==> config.mk <==
export PLATFORM = sky130hd
export DESIGN_NAME = multicycle_ctrl
export DESIGN_NICKNAME = d
export VERILOG_FILES = /design/src/rtl/multicycle_ctrl.sv
export SDC_FILE = /design/constraint.sdc
export NUM_CORES = 1
export LEC_CHECK = 0
export BUFFER_PORTS_ARGS = -buffer_cell sky130_fd_sc_hd__clkbuf_2
export CAP_MARGIN = 10
export CORE_UTILIZATION = 33
export CTS_CLUSTER_DIAMETER = 120
export DETAILED_ROUTE_END_ITERATION = 8
export GPL_TIMING_DRIVEN = 0
export PLACE_DENSITY = 0.76
export SYNTH_ARGS = -nofsm -noshare
export SYNTH_HDL_FRONTEND = slang
export SYNTH_SLANG_ARGS = --single-unit
==> constraint.sdc <==
create_clock -name clk -period 1.44 [get_ports clk]
set_input_delay 0 -clock clk [delete_from_list [all_inputs] [get_ports clk]]
set_output_delay 0 -clock clk [all_outputs]
set_load 0.02 [all_outputs]
==> src/rtl/multicycle_ctrl.sv <==
// Multicycle RISC-V control sequencer: one datapath step per cycle, Moore strobes.
// Optional performance counters enabled by defining MULTICYCLE_CTRL_PERF_CNT_EN.
module multicycle_ctrl #(
  parameter int unsigned CNT_W = 32
) (
  input  logic             clk,
  input  logic             arst,
  input  logic [6:0]       opcode,
  input  logic             zero,
  input  logic             mem_ready,
  output logic             ir_write,
  output logic             pc_write,
  output logic             reg_write,
  output logic             mem_read,
  output logic             mem_write,
  output logic             iord,
  output logic             mem_2_reg,
  output logic [1:0]       alu_src_a,
  output logic [1:0]       alu_src_b,
  output logic [1:0]       alu_op,
  output logic             pc_src,
  output logic             instr_retired,
  output logic             illegal,
  output logic [3:0]       state,
  output logic [CNT_W-1:0] cycle_cnt,
  output logic [CNT_W-1:0] instr_cnt
);

  typedef enum logic [3:0] {
    S_RESET    = 4'd0,
    S_FETCH    = 4'd1,
    S_DECODE   = 4'd2,
    S_MEM_ADDR = 4'd3,
    S_MEM_RD   = 4'd4,
    S_WB_MEM   = 4'd5,
    S_MEM_WR   = 4'd6,
    S_EXEC_R   = 4'd7,
    S_EXEC_I   = 4'd8,
    S_WB_ALU   = 4'd9,
    S_BRANCH   = 4'd10,
    S_JUMP     = 4'd11,
    S_ILLEGAL  = 4'd12
  } state_e;

  localparam logic [6:0] OP_R      = 7'b0110011;
  localparam logic [6:0] OP_I      = 7'b0010011;
  localparam logic [6:0] OP_LOAD   = 7'b0000011;
  localparam logic [6:0] OP_STORE  = 7'b0100011;
  localparam logic [6:0] OP_BRANCH = 7'b1100011;
  localparam logic [6:0] OP_JAL    = 7'b1101111;

  state_e state_q, state_d;

  // Async reset returns to RESET, whose decode forces every strobe low at once.
  always_ff @(posedge clk or posedge arst) begin
    if (arst) state_q <= S_RESET;
    else      state_q <= state_d;
  end

  always_comb begin
    state_d       = state_q;
    ir_write      = 1'b0;
    pc_write      = 1'b0;
    reg_write     = 1'b0;
    mem_read      = 1'b0;
    mem_write     = 1'b0;
    iord          = 1'b0;
    mem_2_reg     = 1'b0;
    alu_src_a     = 2'b00;
    alu_src_b     = 2'b00;
    alu_op        = 2'b00;
    pc_src        = 1'b0;
    instr_retired = 1'b0;
    illegal       = 1'b0;
    case (state_q)
      S_RESET: state_d = S_FETCH;
      S_FETCH: begin
        mem_read  = 1'b1;
        alu_src_b = 2'b01;
        if (mem_ready) begin
          ir_write = 1'b1;
          pc_write = 1'b1;
          state_d  = S_DECODE;
        end
      end
      S_DECODE: begin
        alu_src_a = 2'b10;
        alu_src_b = 2'b10;
        case (opcode)
          OP_R:               state_d = S_EXEC_R;
          OP_I:               state_d = S_EXEC_I;
          OP_LOAD, OP_STORE:  state_d = S_MEM_ADDR;
          OP_BRANCH:          state_d = S_BRANCH;
          OP_JAL:             state_d = S_JUMP;
          default:            state_d = S_ILLEGAL;
        endcase
      end
      S_MEM_ADDR: begin
        alu_src_a = 2'b01;
        alu_src_b = 2'b10;
        state_d   = (opcode == OP_LOAD) ? S_MEM_RD : S_MEM_WR;
      end
      S_MEM_RD: begin
        mem_read = 1'b1;
        iord     = 1'b1;
        if (mem_ready) state_d = S_WB_MEM;
      end
      S_WB_MEM: begin
        reg_write     = 1'b1;
        mem_2_reg     = 1'b1;
        instr_retired = 1'b1;
        state_d       = S_FETCH;
      end
      S_MEM_WR: begin
        mem_write = 1'b1;
        iord      = 1'b1;
        if (mem_ready) begin
          instr_retired = 1'b1;
          state_d       = S_FETCH;
        end
      end
      S_EXEC_R: begin
        alu_src_a = 2'b01;
        alu_op    = 2'b10;
        state_d   = S_WB_ALU;
      end
      S_EXEC_I: begin
        alu_src_a = 2'b01;
        alu_src_b = 2'b10;
        state_d   = S_WB_ALU;
      end
      S_WB_ALU: begin
        reg_write     = 1'b1;
        instr_retired = 1'b1;
        state_d       = S_FETCH;
      end
      S_BRANCH: begin
        alu_src_a     = 2'b01;
        alu_op        = 2'b01;
        pc_src        = 1'b1;
        pc_write      = zero;
        instr_retired = 1'b1;
        state_d       = S_FETCH;
      end
      S_JUMP: begin
        pc_write      = 1'b1;
        pc_src        = 1'b1;
        instr_retired = 1'b1;
        state_d       = S_FETCH;
      end
      S_ILLEGAL: illegal = 1'b1;
      default:   state_d = S_RESET;
    endcase
  end

  assign state = state_q;

`ifdef MULTICYCLE_CTRL_PERF_CNT_EN
  logic [CNT_W-1:0] cycle_cnt_q, instr_cnt_q;

  always_ff @(posedge clk or posedge arst) begin
    if (arst) begin
      cycle_cnt_q <= '0;
      instr_cnt_q <= '0;
    end else begin
      if (state_q != S_RESET) cycle_cnt_q <= cycle_cnt_q + CNT_W'(1);
      if (instr_retired)      instr_cnt_q <= instr_cnt_q + CNT_W'(1);
    end
  end

  assign cycle_cnt = cycle_cnt_q;
  assign instr_cnt = instr_cnt_q;
`else
  assign cycle_cnt = '0;
  assign instr_cnt = '0;
`endif

endmodule

==> flow_summary.toml <==
[yosys]
ys.flop_type = "dfrtp_1"
yosys.area_share.adder_pct = 0
synthesis.area_sq_mm = 0.00101
ys_ff_latch = 4
yosys.area_share.simple_pct = 22.8
syn_inst = 139
ys_warn_count = 0
synth.avg_cell_area_sq_um = 7.26
yosysSeqAreaShare_pct = 9.93
synth_xor_area_share_pct = 1.74
synth_top_family_by_area = "buffers and inverters"
synth_compound_area_share_pct = 11.9
synth_edf_count = 0
synth_cell_type_count = 36
muxShareOfSynthArea_pct = 1.12
synthArstFlopShare_pct = 100

[worst_setup_path]
cp.required_ns = 1.59
crit_end = "state[1]"
r2r_cells = 4
start_kind = "flop"
startpoint = "state[3]"
worstReg2RegStart = "state[3]"
critPathArrivalTime_ns = 1.65
crit_type = "reg -> reg"
worst-path-max-fanout = 7
critPathCaptureType = "flop"
r2r_slack_ns = -0.06
reg2reg_to = "state[1]"

[placement]
dp_cells = 263
dp_hpwl_um = 1660
gp_congestion = 0.760
portBuffers = 30
place_worst_setup_slack_ns = -0.122

[run_status]
violations = "DRC, setup timing"
status = "finished with violations"

[power]
p_per_area_mw_per_mm2 = 1420
power.switching_uw = 1170
clkPwrFrac_pct = 6.8
p_int_uw = 1150
switching_share_pct = 50.3
ir_drop_uv = 529
combPwrFrac_pct = 81.8
power.sequential.fraction_pct = 11.4
power.leakage_uw = 0.000988

[routing]
wl_per_cell_um = 7.50
detail-route-antenna-nets = 0
dr.pass1.iters = 6
via_per_inst = 3.73
routed-via-count = 1038
drt_wl_total_um = 2080
drt_iter0_drc = 32
drc = 7

[cts]
cts_tree = "built"
clkTransAtPathRegs_ns = 0.05
clock_latency_ns = 0.25
cts_sinks = 4
clockBufferDepth = 2
numCtsBuffers = 3
cts_max_level = 1
cts-root-buf = "clkbuf_4"

[global_routing]
grt_use_total_pct = 12.0
grt_pass1_wl_um = 3110
overflow = 0
antenna_found_initial = 0
grt_pass1_vias = 759
grt_max_degree = 11

[final_layout]
mostFrequentLayoutCells = "77 x buf_4, 64 x conb_1, 26 x clkbuf_2"
syn2layout_area_growth_pct = 61.9
layout_commonest_cell = "buf_4"
fill_cells = 267
drive_gt1_share_pct = 51.0
nNetsFinal = 259
largest_reg_flops = 4
final_util_pct = 57.7
finalNonFillerCells = 278
antenna_cells = 0

[floorplanning]
rows = 19
io_pins = 95
die_area_sq_mm = 0.00328
die_y_um = 57.3
coreArea_sq_mm = 0.00283
die_x_um = 57.3
start_util_pct = 35.6

[run]
drv_cap = 0

[sta]
hold_viol = 0
fin_ws_ns = -0.0591
clock.fmax_ghz = 0.667
fin_tns_setup_ns = -0.0900
setup_viol = 3
min_period_over_period_pct = 104
drv_slew = 0
clock_skew_ns = 0.0144
period_minus_slack_ns = 1.50
rsz0062_at_grt = "yes"
whs_ns = 0.0460

[hold_path]
min-delay-path-class = "in -> reg"
[worst min-delay path by stage]
stage               startpoint  endpoint  slack (ns)  depth (start not counted)
global placement          arst  state[3]       -0.13                          2
finish               opcode[0]  state[0]        0.05                          3
global route         opcode[0]  state[0]        0.07                          3
floorplan                 arst  state[0]       -0.23                          1
detailed placement        arst  state[3]       -0.13                          2
CTS                  opcode[0]  state[0]        0.05                          3
[metal layers]
metal	GRT usage [%]	part of all wire (%)	vias up
li1	-	-	548
met1	13.4	39	424
met2	22.2	50	61
met3	2.04	9.4	5
met4	5.23	1.5	0
met5	0	0	-
[stage by stage]
| step | total power (uW) | area, sq um |
|---|---|---|
| 6_report | 2320 | 1630 |
| 5_1_grt | 2490 | 1630 |
| 3_3_place_gp | 1800 | 1450 |
| 4_1_cts | 2210 | 1600 |
| 3_5_place_dp | 1810 | 1450 |
| 2_1_floorplan | 1450 | 1260 |
[power groups by stage]
stage               Combinational [uW]  Sequential, uW  Clock, uW
floorplan                         1150             297          0
global placement                  1540             255          0
detailed placement                1550             258          0
CTS                               1780             263        164
global route                      2040             279        171
finish                            1900             266        158
[cell type report]
cell class / instances / area [sq um] / area share, %
timing repair buffer: 42 / 267 / 16.3
clock buffer: 4 / 26.3 / 1.61
sequential: 4 / 105 / 6.44
tap: 31 / 38.8 / 2.38
multi-input combinational: 124 / 668 / 40.9
buffer: 68 / 509 / 31.2
inverter: 5 / 18.8 / 1.15
[cells in the mapped netlist (all sizes together), types with 3 or more instances]
cell	instances	area (sq um)
nor3	4	20.0
nand2	3	11.3
nand2b	5	31.3
clkbuf	4	15.0
nand3b	3	22.5
nor2b	3	18.8
inv	5	18.8
dfrtp	4	100
nor2	9	33.8
o21ai	4	20.0
buf	65	492
or3	3	18.8
[cells by family after synthesis]
logic type	count (synthesis)
other	1
buffers and inverters	74
DFF	4
muxes	1
and+or+nand+nor	39
AOI/OAI and AO/OA	18
xor gates and xnor gates	2
[repair_timing]
action	4_1_cts	5_1_grt
setup buffers	9	2
pin swaps	2	2
hold buffers	1	0
gates resized for setup	14	12
endpoints found under the hold margin	4	0
setup endpoints to repair	15	13
[critical path, stage by stage (launching register included)]
cell and delay (ns):
dfrtp_2 0.44, or4b_4 0.57, nor4_4 0.14, a21oi_1 0.10, a31oi_1 0.14
No activity file was read; power rests on OpenSTA's default activity.
